==> config.mk <==
export PLATFORM = sky130hd
export DESIGN_NAME = vending_machine_change
export DESIGN_NICKNAME = d
export VERILOG_FILES = /design/src/rtl/vending_pkg.sv /design/src/rtl/change_selector.sv /design/src/rtl/vending_machine_change.sv
export SDC_FILE = /design/constraint.sdc
export NUM_CORES = 1
export LEC_CHECK = 0
export CORE_ASPECT_RATIO = 2
export CORE_MARGIN = 8
export CORE_UTILIZATION = 50
export DETAILED_ROUTE_END_ITERATION = 16
export GPL_ROUTABILITY_DRIVEN = 1
export PLACE_DENSITY = 0.8
export REMOVE_ABC_BUFFERS = 1
export SLEW_MARGIN = 10
export SYNTH_ARGS = -nofsm -noshare
export SYNTH_HDL_FRONTEND = slang
export SYNTH_HIERARCHICAL = 1
export SYNTH_SLANG_ARGS = --single-unit
==> constraint.sdc <==
create_clock -name clock -period 4.8 [get_ports clock]
set_input_delay 0.96 -clock clock [delete_from_list [all_inputs] [get_ports clock]]
set_output_delay 0.96 -clock clock [all_outputs]
set_load 0.01 [all_outputs]
==> src/rtl/vending_pkg.sv <==
// rtl/vending_pkg.sv - shared state encoding, coin codes and coin value helper
package vending_pkg;

   typedef enum logic [1:0] {
      ST_IDLE     = 2'd0,
      ST_COLLECT  = 2'd1,
      ST_DISPENSE = 2'd2,
      ST_CHANGE   = 2'd3
   } state_t;

   localparam logic [1:0] COIN_NONE = 2'd0;
   localparam logic [1:0] COIN_1    = 2'd1;
   localparam logic [1:0] COIN_2    = 2'd2;
   localparam logic [1:0] COIN_3    = 2'd3;

   // Credit value of a coin code for a given denomination set; COIN_NONE is worth nothing.
   function automatic int unsigned coin_value(input logic [1:0] code,
                                              input int unsigned val1,
                                              input int unsigned val2,
                                              input int unsigned val3);
      case (code)
         COIN_1:  return val1;
         COIN_2:  return val2;
         COIN_3:  return val3;
         default: return 0;
      endcase
   endfunction

endpackage

==> src/rtl/change_selector.sv <==
// rtl/change_selector.sv - greedy pick of the largest coin that fits the remaining credit
module change_selector
   import vending_pkg::*;
#(
   parameter int unsigned VAL1     = 5,
   parameter int unsigned VAL2     = 10,
   parameter int unsigned VAL3     = 25,
   parameter int unsigned CREDIT_W = 7
) (
   input  logic [CREDIT_W-1:0] credit,
   output logic [1:0]          coin
);

   localparam logic [CREDIT_W-1:0] V1 = CREDIT_W'(VAL1);
   localparam logic [CREDIT_W-1:0] V2 = CREDIT_W'(VAL2);
   localparam logic [CREDIT_W-1:0] V3 = CREDIT_W'(VAL3);

   // Largest denomination first; credit is always a multiple of VAL1, so any nonzero credit yields a coin.
   always_comb begin
      coin = COIN_NONE;
      if (credit >= V3) begin
         coin = COIN_3;
      end else if (credit >= V2) begin
         coin = COIN_2;
      end else if (credit >= V1) begin
         coin = COIN_1;
      end
   end

endmodule

==> src/rtl/vending_machine_change.sv <==
// rtl/vending_machine_change.sv - coin-accepting vending FSM with coin-by-coin change/refund
module vending_machine_change
   import vending_pkg::*;
#(
   parameter int unsigned PRICE    = 15,
   parameter int unsigned VAL1     = 5,
   parameter int unsigned VAL2     = 10,
   parameter int unsigned VAL3     = 25,
   parameter int unsigned CREDIT_W = 7
) (
   input  logic                clock,
   input  logic                reset,
   input  logic [1:0]          coin,
   input  logic                cancel,
   input  logic                change_ready,
   output logic                dispensed,
   output logic                coin_reject,
   output logic                change_valid,
   output logic [1:0]          change_coin,
   output logic                busy,
   output logic [CREDIT_W-1:0] credit
);

   // The credit register must hold the worst-case overshoot: PRICE-1 already inserted plus the largest coin.
   if (PRICE - 1 + VAL3 >= (1 << CREDIT_W)) begin : g_credit_w_check
      $error("CREDIT_W too narrow to hold PRICE-1+VAL3");
   end
   if (!(VAL1 > 0 && VAL1 < VAL2 && VAL2 < VAL3 && (VAL2 % VAL1) == 0 &&
         (VAL3 % VAL1) == 0 && PRICE >= VAL1 && (PRICE % VAL1) == 0)) begin : g_denom_check
      $error("coin values or PRICE inconsistent");
   end

   localparam logic [CREDIT_W-1:0] PRICE_C = CREDIT_W'(PRICE);

   state_t              state;
   state_t              next_state;
   logic [CREDIT_W-1:0] credit_q;
   logic [CREDIT_W-1:0] next_credit;
   logic                reject_q;
   logic                next_reject;
   logic [1:0]          sel_coin;
   logic [CREDIT_W-1:0] in_value;
   logic [CREDIT_W-1:0] paid_value;
   logic [CREDIT_W-1:0] sum;

   change_selector #(
      .VAL1     (VAL1),
      .VAL2     (VAL2),
      .VAL3     (VAL3),
      .CREDIT_W (CREDIT_W)
   ) u_change_selector (
      .credit (credit_q),
      .coin   (sel_coin)
   );

   // State, credit and reject flag; reset discards any owed change.
   always_ff @(posedge clock) begin
      if (reset) begin
         state    <= ST_IDLE;
         credit_q <= '0;
         reject_q <= 1'b0;
      end else begin
         state    <= next_state;
         credit_q <= next_credit;
         reject_q <= next_reject;
      end
   end

   // Next-state and credit arithmetic; a price-reaching coin beats a same-edge cancel.
   always_comb begin
      next_state  = state;
      next_credit = credit_q;
      next_reject = 1'b0;
      in_value    = CREDIT_W'(coin_value(coin, VAL1, VAL2, VAL3));
      paid_value  = CREDIT_W'(coin_value(sel_coin, VAL1, VAL2, VAL3));
      sum         = credit_q + in_value;
      case (state)
         ST_IDLE, ST_COLLECT: begin
            if (coin != COIN_NONE && sum >= PRICE_C) begin
               next_state  = ST_DISPENSE;
               next_credit = sum - PRICE_C;
            end else if (cancel) begin
               if (sum != '0) begin
                  next_state  = ST_CHANGE;
                  next_credit = sum;
               end else begin
                  next_state  = ST_IDLE;
                  next_credit = '0;
               end
            end else if (coin != COIN_NONE) begin
               next_state  = ST_COLLECT;
               next_credit = sum;
            end
         end
         ST_DISPENSE: begin
            next_reject = (coin != COIN_NONE);
            next_state  = (credit_q != '0) ? ST_CHANGE : ST_IDLE;
         end
         ST_CHANGE: begin
            next_reject = (coin != COIN_NONE);
            if (change_ready) begin
               next_credit = credit_q - paid_value;
               if (credit_q == paid_value) begin
                  next_state = ST_IDLE;
               end
            end
         end
         default: begin
            next_state  = ST_IDLE;
            next_credit = '0;
         end
      endcase
   end

   // Outputs are decoded from registered state and credit only.
   always_comb begin
      dispensed    = (state == ST_DISPENSE);
      busy         = (state == ST_DISPENSE) || (state == ST_CHANGE);
      change_valid = (state == ST_CHANGE);
      change_coin  = (state == ST_CHANGE) ? sel_coin : COIN_NONE;
      coin_reject  = reject_q;
      credit       = credit_q;
   end

endmodule

==> key figures <==
Cells and area
  • Layout net count: 223
  • Antenna cell count: 0
  • Share of cells above drive strength 1: 7.96%
  • Area grow syn2layout: 14.7%
  • Final-layout fill cell count: 263

Power
  • Flop pwr share: 14.6%
  • Sw power: 0.000775 W
  • Proportion of power drawn by the clock network: 6.1%
  • Comb power frac: 79.3%
  • Peak supply drop: 0.541 mV
  • P per Cell Area: 896 nW/um^2
  • Sw Ratio: 53.9%
  • Pint: 0.000664 W
  • Leakage power: 0.630 nW

Synthesis
  • Post-synth EDFFs: 0
  • Avg Cell Area, Syn: 7.37 sq um
  • Seq/Total Area, Yosys: 14.3%
  • YS warnings: 6
  • Yosys top cell area share: 14.3%
  • Flops & latches, synth: 10
  • Top FF cell, synth: dfxtp_1
  • Area contributors post-synth: dfxtp_1 (14%), ha_1 (11%), nor2_1 (4.0%)
  • Mapped cell area: 1400 sq um
  • Post-synthesis cell count: 190
  • Distinct cells, synth: 59
  • Area leader, netlist: dfxtp_1
  • Post-synth ARST share: 0%

Detailed routing
  • Routed WL per cell: 19.3 um
  • Antenna Nets Post-Route: 0
  • Total wire length: 4430 um
  • Vias per inst: 6.72
  • First-pass iteration count of the detailed router: 4
  • Drt initial violations: 96
  • Remaining DRCs: 0
  • Via count: 1,546

Floorplanning
  • I/O pins: 19
  • Height of the die: 90.8 um
  • Row cnt: 27
  • Core footprint: 2700 sq um
  • Die width: 53.4 um
  • Starting Density: 51.8%
  • Die footprint: 4850 sq um

STA
  • Final min period: 4010 ps
  • Fmax: 249 MHz
  • Period utilisation layout: 83.5%
  • Slew headroom: 64.7%
  • Setup ws final: 790 ps
  • Setup_tns: 0 ps
  • Worst Skew: 3.15 ps
  • Hold Slack: 662 ps
  • Final Setup Violations: 0
  • RSZ-0062 raised after global routing: no
  • Slew Viols, Final: 0
  • Worst-margin pin slew: 526 ps
  • Final hold vios: 0

Outcome
  • Result of the run: finished clean

Global route
  • Number of global-route vias before repair: 1,625
  • Total track usage: 20.1%
  • Initial antenna violation count: 0
  • First-pass GRT wire length: 7600 um
  • Largest net degree at the start of global routing: 13
  • Total congestion overflow: 0

CTS
  • Hold buffers post-CTS: 0
  • Clock latency on the worst-skew pair: 240 ps
  • CTS tree: yes
  • Post-cts resize count: 0
  • Max Root-Sink Buffers: 2
  • CTS Root Cell: clkbuf_8
  • CTS clk-pin slew, worst paths: 50 ps
  • Setup bufs post-CTS: 0
  • Clk sinks: 10
  • Clock H-tree levels: 1
  • CTS Buf Count: 3

Worst setup path
  • Worst EP arrival: 4130 ps
  • CP required: 4920 ps
  • CP Depth: 11
  • R2R setup slack: 1600 ps
  • Crit Path Class: input pin to register
  • Startpoint types: input pin
  • Critical path endpoint: credit[4]$_SDFFE_PP0P_
  • Crit-path max cell delay: 560 ps
  • Buf+Inv Stages, Crit Path: 1
  • Kind of cell adding the most delay to the critical path: compound AO/OA/AOI/OAI gates
  • Critical Path Sink Type: register
  • Crit Path Max Fanout: 6
  • Reg2reg start: credit[0]$_SDFFE_PP0P_
  • Critical-path top delay cell: clkdlybuf4s50_1
  • Worst path cell trace: clkdlybuf4s50_1 -> nor2b_1 -> fa_1 -> ha_1 -> a41oi_1 -> o41ai_1 -> or3_1 -> a221oi_2 -> or2_1 -> o311ai_1 -> a32o_1
  • Worst Setup SP: coin[1]
  • Cells on worst reg2reg path: 10
  • R2R Path End: credit[4]$_SDFFE_PP0P_

Place
  • DP Worst Slack: 571 ps
  • HPWL Detailed: 3510 um
  • # port buffers: 18
  • RD Place Congestion: 0.903

Hold path
  • Worst Hold Class: register to register

Flow run
  • Max Cap Viol: 0
-- cell type report --
cell class | instances | area, sq um | share of cell area (%)
clock buffer | 3 | 41.3 | 2.57
inverter | 15 | 56.3 | 3.50
multi-input combinational | 155 | 1090 | 68.0
sequential | 10 | 200 | 12.5
tap | 29 | 36.3 | 2.26
timing repair buffer | 18 | 180 | 11.2
-- how the worst min path moves through the flow --
| stage | start | to | cells after the start |
|---|---|---|---|
| 2_1_floorplan | state[1]$_SDFFE_PP0P_ | coin_reject$_SDFF_PP0_ | 2 |
| 3_3_place_gp | state[1]$_SDFFE_PP0P_ | coin_reject$_SDFF_PP0_ | 2 |
| 3_5_place_dp | state[1]$_SDFFE_PP0P_ | coin_reject$_SDFF_PP0_ | 2 |
| 4_1_cts | state[1]$_SDFFE_PP0P_ | coin_reject$_SDFF_PP0_ | 2 |
| 5_1_grt | credit[0]$_SDFFE_PP0P_ | credit[0]$_SDFFE_PP0P_ | 2 |
| 6_report | state[1]$_SDFFE_PP0P_ | coin_reject$_SDFF_PP0_ | 2 |
-- routing by layer --
layer,global-route usage (%),routed length [um]
met5,0,0
met4,17.2,307
met3,4.46,252
met2,34.4,2420
met1,18.1,1450
-- synthesized netlist by cell type, drive strengths merged (6+ instances only) --
master  instances
nand3           9
nand2          14
inv            14
nor3           10
ha             12
clkbuf          6
nor2           15
dfxtp          10
o21ai          11
a21oi          13
-- stage by stage --
| step | instance area, sq um | util [%] | total power, W | instances |
|---|---|---|---|---|
| floorplan | 1350 | - | 0.00100 | 180 |
| global placement | 1570 | 57.9 | 0.00129 | 227 |
| detailed placement | 1570 | 57.9 | 0.00132 | 227 |
| CTS | 1610 | 59.4 | 0.00142 | 230 |
| global route | 1610 | 59.4 | 0.00158 | 230 |
| finish | 1610 | 59.4 | 0.00144 | 230 |
-- worst reg2reg max path, cell delays in order (launching register included) --
cell,delay [ps]
dfxtp_1,480
ha_1,290
fa_1,520
ha_1,240
a41oi_1,180
o41ai_1,100
or3_1,350
a221oi_2,320
or2_1,260
o311ai_1,130
a32o_1,230
-- flip-flops by register name (all words and copies together) (netlist names) --
name and cells:
credit 7, state 2, coin_reject 1
-- cells in the final DEF (no fill, tap or decap), types with 2 or more instances in the layout --
| cell | instances |
|---|---|
| o22ai_1 | 2 |
| a31oi_1 | 4 |
| a211oi_2 | 2 |
| nand2b_1 | 3 |
| o21a_1 | 2 |
| nor4_1 | 3 |
| inv_1 | 14 |
| nand2_1 | 13 |
| nor2b_1 | 5 |
| ha_1 | 12 |
| a41oi_1 | 2 |
| clkbuf_8 | 3 |
| o21ai_0 | 8 |
| nor3_1 | 9 |
| nand3_1 | 9 |
| a211o_1 | 2 |
| and3_1 | 4 |
| a21oi_2 | 2 |
| xnor2_1 | 5 |
| a211oi_1 | 3 |
| a311o_1 | 2 |
| and2_1 | 2 |
| or3_1 | 2 |
| clkdlybuf4s50_1 | 18 |
| o211ai_1 | 2 |
| nor2_1 | 15 |
| fa_1 | 2 |
| o21ai_1 | 3 |
| a21oi_1 | 11 |
| dfxtp_1 | 10 |
-- logic make-up after synthesis --
kind of cell / share of synthesized area (%)
simple gates: 28.3
compound gates: 31.5
buf+inv: 7.69
fa+ha+maj: 13.6
flops: 14.3
xor+xnor: 3.75
mux: 0.804
-- power by group through the flow --
stage	clock network, W	registers (W)	logic [W]
after global placement	0	0.000209	0.00108
after detailed placement	0	0.000210	0.00111
final	0.0000876	0.000211	0.00114
after floorplan	0	0.000200	0.000800
after global routing	0.0000895	0.000221	0.00127
after CTS	0.0000861	0.000209	0.00112
Power figures use the tool's default switching activity.
